File: config.mk
export PLATFORM = sky130hd
export DESIGN_NAME = decode_stage
export DESIGN_NICKNAME = d
export VERILOG_FILES = /design/src/rtl/riscv_pkg.sv /design/src/rtl/rv_decode_comb.sv /design/src/rtl/decode_stage.sv
export SDC_FILE = /design/constraint.sdc
export NUM_CORES = 1
export LEC_CHECK = 0
export BUFFER_PORTS_ARGS = -buffer_cell sky130_fd_sc_hd__buf_4
export CORE_ASPECT_RATIO = 2
export CORE_MARGIN = 2
export CORE_UTILIZATION = 35
export CTS_CLUSTER_DIAMETER = 60
export DETAILED_ROUTE_END_ITERATION = 16
export SLEW_MARGIN = 20
export SYNTH_ARGS = -nofsm -noshare
export SYNTH_HDL_FRONTEND = slang
export SYNTH_SLANG_ARGS = --single-unit
File: constraint.sdc
create_clock -name clock -period 2.2 [get_ports clock]
set_input_delay 0.22 -clock clock [delete_from_list [all_inputs] [get_ports clock]]
set_output_delay 0.22 -clock clock [all_outputs]
set_load 0.01 [all_outputs]
File: src/rtl/riscv_pkg.sv
// Shared RV32I decode definitions: opcode classes, ALU control groups,
// operand-A select encodings and the decoded control bundle layout.
package riscv_pkg;

  localparam logic [6:0] R_TYPE = 7'b0110011;
  localparam logic [6:0] I_TYPE = 7'b0010011;
  localparam logic [6:0] STORE  = 7'b0100011;
  localparam logic [6:0] LOAD   = 7'b0000011;
  localparam logic [6:0] BRANCH = 7'b1100011;
  localparam logic [6:0] JALR   = 7'b1100111;
  localparam logic [6:0] JAL    = 7'b1101111;
  localparam logic [6:0] AUIPC  = 7'b0010111;
  localparam logic [6:0] LUI    = 7'b0110111;

  localparam logic [2:0] ALU_GRP_BASE = 3'b000;
  localparam logic [2:0] ALU_GRP_ALT  = 3'b001;
  localparam logic [2:0] ALU_GRP_BR   = 3'b010;
  localparam logic [2:0] ALU_GRP_JAL  = 3'b011;
  localparam logic [2:0] ALU_GRP_MUL  = 3'b100;
  localparam logic [2:0] ALU_GRP_JALR = 3'b111;

  localparam logic [1:0] OPA_RS1  = 2'b00;
  localparam logic [1:0] OPA_PC   = 2'b01;
  localparam logic [1:0] OPA_LINK = 2'b10;

  localparam int REG_SEL_W  = 5;
  localparam int IMM_W      = 32;
  localparam int OPA_SEL_W  = 2;
  localparam int ALU_CTRL_W = 6;

  typedef struct packed {
    logic [REG_SEL_W-1:0]  read_sel1;
    logic [REG_SEL_W-1:0]  read_sel2;
    logic [REG_SEL_W-1:0]  write_sel;
    logic                  wen;
    logic                  mem_wen;
    logic                  branch_op;
    logic                  wb_sel;
    logic [IMM_W-1:0]      imm32;
    logic [OPA_SEL_W-1:0]  op_a_sel;
    logic                  op_b_sel;
    logic [ALU_CTRL_W-1:0] alu_ctrl;
    logic                  illegal;
  } dec_bundle_t;

  localparam int BUNDLE_W = $bits(dec_bundle_t);

endpackage

File: src/rtl/rv_decode_comb.sv
// Pure combinational RV32I(+M) decoder: raw instruction -> control bundle,
// plus the J-immediate used for local JAL target resolution.
module rv_decode_comb import riscv_pkg::*; #(
  parameter int ENABLE_M = 0
) (
  input  logic [31:0]         instruction,
  output logic [BUNDLE_W-1:0] bundle,
  output logic                is_jal,
  output logic [31:0]         imm_j
);

  dec_bundle_t b;
  logic [6:0]  opcode;
  logic [2:0]  funct3;
  logic [6:0]  funct7;
  logic [31:0] imm_i, imm_s, imm_b, imm_u;
  logic        m_op;

  assign opcode = instruction[6:0];
  assign funct3 = instruction[14:12];
  assign funct7 = instruction[31:25];

  assign imm_i = {{20{instruction[31]}}, instruction[31:20]};
  assign imm_s = {{20{instruction[31]}}, instruction[31:25], instruction[11:7]};
  assign imm_b = {{19{instruction[31]}}, instruction[31], instruction[7],
                  instruction[30:25], instruction[11:8], 1'b0};
  assign imm_j = {{11{instruction[31]}}, instruction[31], instruction[19:12],
                  instruction[20], instruction[30:21], 1'b0};
  assign imm_u = {instruction[31:12], 12'b0};

  assign is_jal = (opcode == JAL);
  assign m_op   = (ENABLE_M != 0) && (funct7 == 7'b0000001);
  assign bundle = b;

  always_comb begin
    b           = '0;
    b.read_sel1 = instruction[19:15];
    b.read_sel2 = instruction[24:20];
    b.write_sel = instruction[11:7];
    case (opcode)
      R_TYPE: begin
        b.wen      = 1'b1;
        b.op_b_sel = 1'b1;
        b.alu_ctrl = m_op ? {ALU_GRP_MUL, funct3}
                          : {funct7[5] ? ALU_GRP_ALT : ALU_GRP_BASE, funct3};
        b.illegal  = !((funct7 == 7'b0000000) || (funct7 == 7'b0100000) || m_op);
      end
      I_TYPE: begin
        // bit 30 only distinguishes SRAI from SRLI; elsewhere it is immediate data
        b.wen      = 1'b1;
        b.imm32    = imm_i;
        b.alu_ctrl = {(funct3 == 3'b101 && funct7[5]) ? ALU_GRP_ALT : ALU_GRP_BASE, funct3};
      end
      STORE: begin
        b.mem_wen  = 1'b1;
        b.imm32    = imm_s;
        b.alu_ctrl = {ALU_GRP_BASE, funct3};
        b.illegal  = (funct3 > 3'b010);
      end
      LOAD: begin
        b.wen      = 1'b1;
        b.wb_sel   = 1'b1;
        b.imm32    = imm_i;
        b.alu_ctrl = {ALU_GRP_BASE, funct3};
        b.illegal  = (funct3 == 3'b011) || (funct3 == 3'b110) || (funct3 == 3'b111);
      end
      BRANCH: begin
        b.branch_op = 1'b1;
        b.op_b_sel  = 1'b1;
        b.imm32     = imm_b;
        b.alu_ctrl  = {ALU_GRP_BR, funct3};
        b.illegal   = (funct3 == 3'b010) || (funct3 == 3'b011);
      end
      JALR: begin
        b.wen      = 1'b1;
        b.op_a_sel = OPA_LINK;
        b.imm32    = imm_i;
        b.alu_ctrl = {ALU_GRP_JALR, 3'b111};
      end
      JAL: begin
        b.wen      = 1'b1;
        b.op_a_sel = OPA_LINK;
        b.imm32    = imm_j;
        b.alu_ctrl = {ALU_GRP_JAL, 3'b111};
      end
      AUIPC: begin
        b.wen      = 1'b1;
        b.op_a_sel = OPA_PC;
        b.imm32    = imm_u;
      end
      LUI: begin
        // rs1 is forced to x0 so the rs1+imm datapath yields the bare immediate
        b.wen       = 1'b1;
        b.read_sel1 = '0;
        b.imm32     = imm_u;
      end
      default: begin
        b         = '0;
        b.illegal = 1'b1;
      end
    endcase
    if (b.write_sel == '0 || b.illegal) b.wen = 1'b0;
    if (b.illegal) b.mem_wen = 1'b0;
  end

endmodule

File: src/rtl/decode_stage.sv
// Registered decode stage: one-entry valid/ready pipeline register around
// rv_decode_comb, with execute flush and local JAL redirect of fetch.
module decode_stage import riscv_pkg::*; #(
  parameter int                      ADDRESS_BITS = 16,
  parameter int                      ENABLE_M     = 0,
  parameter logic [ADDRESS_BITS-1:0] RESET_PC_TAG = '0
) (
  input  logic                    clock,
  input  logic                    reset,
  input  logic                    f_valid,
  output logic                    f_ready,
  input  logic [ADDRESS_BITS-1:0] f_PC,
  input  logic [31:0]             f_instruction,
  input  logic                    flush,
  output logic                    jal_redirect,
  output logic [ADDRESS_BITS-1:0] jal_target,
  output logic                    d_valid,
  input  logic                    d_ready,
  output logic [ADDRESS_BITS-1:0] d_PC,
  output logic [4:0]              d_read_sel1,
  output logic [4:0]              d_read_sel2,
  output logic [4:0]              d_write_sel,
  output logic                    d_wEn,
  output logic                    d_mem_wEn,
  output logic                    d_branch_op,
  output logic                    d_wb_sel,
  output logic [31:0]             d_imm32,
  output logic [1:0]              d_op_A_sel,
  output logic                    d_op_B_sel,
  output logic [5:0]              d_ALU_Control,
  output logic                    d_illegal
);

  logic [BUNDLE_W-1:0]     dec_raw;
  dec_bundle_t             dec, bundle_d, bundle_q;
  logic                    is_jal;
  logic [31:0]             imm_j;
  logic                    accept;
  logic                    valid_d, valid_q;
  logic                    redirect_d, redirect_q;
  logic [ADDRESS_BITS-1:0] pc_d, pc_q;

  rv_decode_comb #(.ENABLE_M(ENABLE_M)) u_dec (
    .instruction (f_instruction),
    .bundle      (dec_raw),
    .is_jal      (is_jal),
    .imm_j       (imm_j)
  );

  assign dec        = dec_bundle_t'(dec_raw);
  assign f_ready    = (~valid_q | d_ready) & ~flush;
  assign accept     = f_valid & f_ready;
  assign jal_target = ADDRESS_BITS'(32'(f_PC) + imm_j);

  // flush outranks accept, hold and redirect; accept outranks drain
  always_comb begin
    valid_d    = valid_q;
    bundle_d   = bundle_q;
    pc_d       = pc_q;
    redirect_d = 1'b0;
    if (flush) begin
      valid_d = 1'b0;
    end else if (accept) begin
      valid_d    = 1'b1;
      bundle_d   = dec;
      pc_d       = f_PC;
      redirect_d = is_jal;
    end else if (d_ready) begin
      valid_d = 1'b0;
    end
  end

  always_ff @(posedge clock or posedge reset) begin
    if (reset) begin
      valid_q    <= 1'b0;
      redirect_q <= 1'b0;
      pc_q       <= RESET_PC_TAG;
      bundle_q   <= '0;
    end else begin
      valid_q    <= valid_d;
      redirect_q <= redirect_d;
      pc_q       <= pc_d;
      bundle_q   <= bundle_d;
    end
  end

  assign d_valid       = valid_q;
  assign jal_redirect  = redirect_q;
  assign d_PC          = pc_q;
  assign d_read_sel1   = bundle_q.read_sel1;
  assign d_read_sel2   = bundle_q.read_sel2;
  assign d_write_sel   = bundle_q.write_sel;
  assign d_wEn         = bundle_q.wen;
  assign d_mem_wEn     = bundle_q.mem_wen;
  assign d_branch_op   = bundle_q.branch_op;
  assign d_wb_sel      = bundle_q.wb_sel;
  assign d_imm32       = bundle_q.imm32;
  assign d_op_A_sel    = bundle_q.op_a_sel;
  assign d_op_B_sel    = bundle_q.op_b_sel;
  assign d_ALU_Control = bundle_q.alu_ctrl;
  assign d_illegal     = bundle_q.illegal;

endmodule

### After elaboration in Yosys (flattened, before gate mapping)

Index checks and enable logic that the tools add are counted.

* bits in read-only memories: 0
* word-level logic and storage cells: 77
* input port bits: 53
* bits in latches: 0
* output and inout port bits: 96
* memories kept: 0
* register bits: 79
* bits in writable memories: 0

* shift operators: 0
* multiplexer cells: 20
* bitwise operators: 5
* reductions and logical operators: 20
* div/mod/pow operators: 0
* equal/unequal tests: 15
* $mul: 0
* add/subtract/negate cells: 1
* $lt $le $gt $ge: 1

Operators with widths (number)
* $pmux W32 S5: 1
* $pmux W6 S6: 1
* $eq A7 B6 Y1 const B: 4
* $eq A7 B7 Y1 const B: 3
* $add A16 B16 Y16: 1
* $eq A7 B5 Y1 const B: 2
* $mux W1: 14
* $mux W10: 1
* $eq A3 B3 Y1 const B: 3
* $reduce_or A9 Y1: 1
* $reduce_or A2 Y1: 4
* $reduce_or A8 Y1: 1
* $eq A7 B2 Y1 const B: 1
* $logic_not A7 Y1: 1
* $reduce_or A7 Y1: 1
* $eq A3 B2 Y1 const B: 2
* $logic_not A5 Y1: 1
* $logic_or A1 B1 Y1: 5
* $mux W5: 1
* $pmux W1 S5: 1
* $reduce_or A5 Y1: 1
* $pmux W2 S2: 1
* $gt A3 B2 Y1 const B: 1
* $reduce_bool A3 Y1: 1
* 7 further kinds: 9

### Longest topological paths before layout

* depth in word-level cells: 6
* gate-level depth with buffers: 10
* mapped depth without buffers: 10

### Cells and area by module

Synthesis repeated with hierarchy kept, for this count alone.

* cells, all modules: 441
* area, all modules: 4982.3 um^2

By module, submodules not included
* decode_stage: area each 3852.4 um^2, seq. area each 1976.9 um^2, times used 1, cells an instance 274
* rv_decode_comb: area each 1129.8 um^2, seq. area each 0.0 um^2, times used 1, cells an instance 167

### Least setup slack after synthesis

Ideal clock, no wire load.

* path kind: input -> output
* start point: input f_PC[1]
* end point: output jal_target[15]
* required time: 1.980 ns
* stages: 10
* data arrival time: 2.004 ns
* buffers on the path: 0
* path slack: -0.024 ns
* cells stage by stage: ha_1 > inv_1 > fa_1 > nor2b_4 > o31a_1 > o21a_1 > o2111a_2 > nor4_4 > o21ai_1 > xnor2_1

* longest elaborated chain between the ends: 1

RTL lines
* start, declared: line decode_stage.sv:12 `input logic [ADDRESS_BITS-1:0] f_PC,`
* $add A16 B16 Y16: line decode_stage.sv:53 `assign jal_target = ADDRESS_BITS'(32'(f_PC) + imm_j);`
* end, declared: line decode_stage.sv:16 `output logic [ADDRESS_BITS-1:0] jal_target,`

Every way passes these cells.

### Worst setup path after layout

* start point: input f_PC[1]
* end point: output jal_target[13]

The elaborated chain is that of the path after synthesis.

==> key figures <==
Status
  – Run status: finished, violations left
  – Violations in the final reports: hold timing, setup timing

Routing
  – Starting DRC count in detailed routing: 349
  – Number of detailed-routing iterations run before antenna repair: 4
  – Vias per Instance: 5.20
  – Detailed-route via count: 3872
  – DR DRC count: 0
  – Routed WL: 13500 um
  – Post-detailed-route wirelength per cell: 18.1 um
  – Final ANT Viol Nets: 0

Clock network
  – Clock-pin transition on the worst setup and hold timing paths: 60 ps
  – Number of CTS-inserted buffers: 9
  – Clk Latency, worst-skew pair: 330 ps
  – CTS tree: built
  – Worst-case clock buffer depth: 2
  – CTS H-tree lvls: 3
  – Buffer type at the clock tree root: sky130_fd_sc_hd__clkbuf_16
  – Sink Count: 79

Synthesis
  – Avg Cell Area, Syn: 9.31 um2
  – Main synth FF type: sky130_fd_sc_hd__dfrtp_1
  – Synthesized net count: 497
  – Proportion of register bits with asynchronous set or reset after synthesis: 1.00
  – Cells after Synth: 429
  – Count of flip-flops with a built-in enable after synthesis: 0
  – Cell area after technology mapping: 0.00400 mm2
  – Seq/Total Area, Yosys: 0.495
  – Number of distinct library cell variants in the gate-level netlist after synthesis: 55
  – Flop and latch count out of synthesis: 79
  – Warnings, synthesis: 0

STA
  – Number of failing hold endpoints at the final stage: 19
  – Fraction of the cycle the final worst path needs: 1.12
  – Smallest setup slack after layout: -256 ps
  – Number of failing setup endpoints in the final timing report: 4
  – Slew at the pin closest to its max-slew limit: 619 ps
  – Summed negative setup slack over all endpoints: -573 ps
  – Minimum clock period after layout: 2460 ps
  – Worst hold-check slack: -21.5 ps
  – Achievable Freq: 0.407 GHz
  – Final max-slew violation count: 0
  – Clock skew after layout: 3.76 ps
  – Setup repair after global routing missed its margin: true
  – Remaining max-slew budget at the tightest pin: 0.588

GRT
  – Number of global-route vias before repair: 3944
  – Largest net degree at the start of global routing: 80
  – Global-route wire length before repair: 20700 um
  – Initial antenna violation count: 0
  – Remaining global-route overflow: 0
  – Overall fraction of global-route tracks in use: 0.221

Power
  – PD cells: 719 mW/mm2
  – Overall power after layout: 4280 uW
  – P_leak: 0.00292 uW
  – Max IR drop VDD: 0.412 mV

Finish
  – Most frequent standard cell in the layout excluding fill and tap cells: sky130_fd_sc_hd__buf_4
  – Layout-stage area growth over the synthesis result: 49.1%
  – Nets: 666
  – Ant. Diodes: 0
  – Fill count: 1048
  – Multi-input gate area in the final layout: 0.00203 mm2
  – Sequential cell area: 0.00198 mm2
  – Most frequent cells in the layout: sky130_fd_sc_hd__buf_4, sky130_fd_sc_hd__nand2_1, sky130_fd_sc_hd__dfrtp_1, sky130_fd_sc_hd__o21ai_0, sky130_fd_sc_hd__nor2_1
  – Share of layout cells above drive strength 1: 0.375
  – Final design area excluding fillers: 0.00596 mm2

Critical path
  – Cell with the largest stage delay on the worst path: sky130_fd_sc_hd__o2111a_2
  – Data required time at the worst endpoint: 1980 ps
  – Class of the most critical setup path: input port to output port
  – Crit path top cell by count: sky130_fd_sc_hd__buf_4
  – Crit-path max cell delay: 300 ps
  – Kind of end point of the critical path: output port
  – Max Fanout on Critical Path: 2
  – Arrival time of the worst setup path: 2240 ps
  – Ordered list of cells on the worst path: buf_8, ha_4, inv_2, fa_2, nor2b_4, o31a_1, o21a_1, o2111a_2, nor4_4, buf_4, a21oi_2, xor2_1, buf_4
  – Kind of start point of the critical path: input port

Floorplan
  – Floorplan die area: 0.0123 mm2
  – Starting Density: 0.356
  – Number of primary I/O pins: 149
  – Floorplan die width: 79.5 um
  – Die Y-Extent: 155 um
  – Placeable core region: 0.0112 mm2
  – Num rows: 55

Job
  – Max-cap violations: 0

Place
  – Pre-CTS setup slack: -369 ps
  – Area after DPL: 0.00545 mm2
  – Detailed placement HPWL: 10300 um
  – Gp weighted congestion: 0.886
  – Quantity of I/O buffers inserted on ports: 148

Min path
  – Hold Crit Class: input port to async pin
==> power by group <==
| part | total [uW] | internal [uW] | leakage (uW) | switching (uW) |
|---|---|---|---|---|
| combinational | 959 | 465 | 0.00170 | 494 |
| sequential | 1600 | 1550 | 0.00106 | 57.0 |
| clock | 1720 | 1110 | 0.000166 | 611 |
| total | 4280 | 3120 | 0.00292 | 1160 |
==> final timing paths <==
check / startpoint / endpoint / slack, ps / depth (start not counted)
worst max-delay path: f_PC[1] / jal_target[13] / -260 / 13
worst min-delay path: reset / d_imm32[17] / -20 / 3
worst max register to register: d_valid / d_imm32[23] / 390 / 5
worst min register to register: d_PC[0] / d_PC[0] / 470 / 2
max in group asynchronous: reset / d_mem_wEn / 1840 / 3
min in group clock: flush / d_valid / 50 / 2
==> logic make-up after synthesis <==
kind of cell / after synthesis / share of synthesized area
compound gates: 131 / 0.218
mux: 1 / 0.00251
simple gates: 155 / 0.171
fa+ha+maj: 15 / 0.0489
flops: 79 / 0.495
buf+inv: 34 / 0.0348
xor+xnor: 14 / 0.0307
==> per-stage QoR <==
step	utilization	instances
5_1_grt	0.531	745
3_5_place_dp	0.485	727
4_1_cts	0.527	744
3_3_place_gp	0.485	727
2_1_floorplan	-	429
6_report	0.531	745
==> per-layer routing <==
metal  up-vias  wire, um  global-route usage
met3        18       741              0.0354
li1       1848         -                   -
met5         -         0                   0
met4         0       354              0.0961
met1      1873      4500               0.226
met2       133      7880               0.425
==> synthesized netlist by cell type, drive strengths merged, types with 2 or more instances <==
master	count	area [um2]
nand2	92	348
dfrtp	79	1980
o21ai	40	200
nor2	33	124
a21oi	31	155
a22o	23	201
clkbuf	14	53.8
ha	14	175
inv	11	41.3
buf	9	43.8
xnor2	9	78.8
nand3	7	35.0
a31oi	6	37.5
xor2	5	43.8
a211oi	4	42.5
a221oi	4	35.0
and2	4	26.3
nor2b	4	32.5
nor3	4	20.0
a21o	3	22.5
a221o	3	30.0
nor4	3	40.0
and3	2	12.5
o21a	2	15.0
o31ai	2	15.0
o41ai	2	17.5
or4	2	15.0
==> flip-flops by register name, summed over array words and instances (netlist names) <==
signal,count
d_mem_wEn,1
d_imm32,32
d_illegal,1
d_PC,16
d_ALU_Control,6
d_read_sel2,5
d_write_sel,5
d_read_sel1,5
d_valid,1
jal_redirect,1
d_wEn,1
d_op_A_sel,2
d_wb_sel,1
d_branch_op,1
d_op_B_sel,1
==> cell type report <==
type,instances,share of cell area
inverter,11,0.00756
multi-input combinational,316,0.340
clock inverter,7,0.0202
sequential,79,0.332
timing repair buffer,181,0.233
clock buffer,9,0.0378
tap,142,0.0298
==> repair_timing <==
item | in CTS | in global routing
hold buffers | 0 | 0
pin swaps | 8 | 8
setup buffers | 1 | 1
endpoints found under the setup margin | 6 | 6
endpoints found under the hold margin | 0 | 0
gates resized for setup | 22 | 7
==> worst max-delay path: cells and delay by family <==
| family | cells | cell delay, ps |
|---|---|---|
| buffers and inverters | 4 | 450 |
| xor gates and xnor gates | 1 | 150 |
| AOI/OAI and AO/OA | 4 | 810 |
| adders and majority gates | 2 | 370 |
| and+or+nand+nor | 2 | 230 |
(Power assumes the default switching activity.)
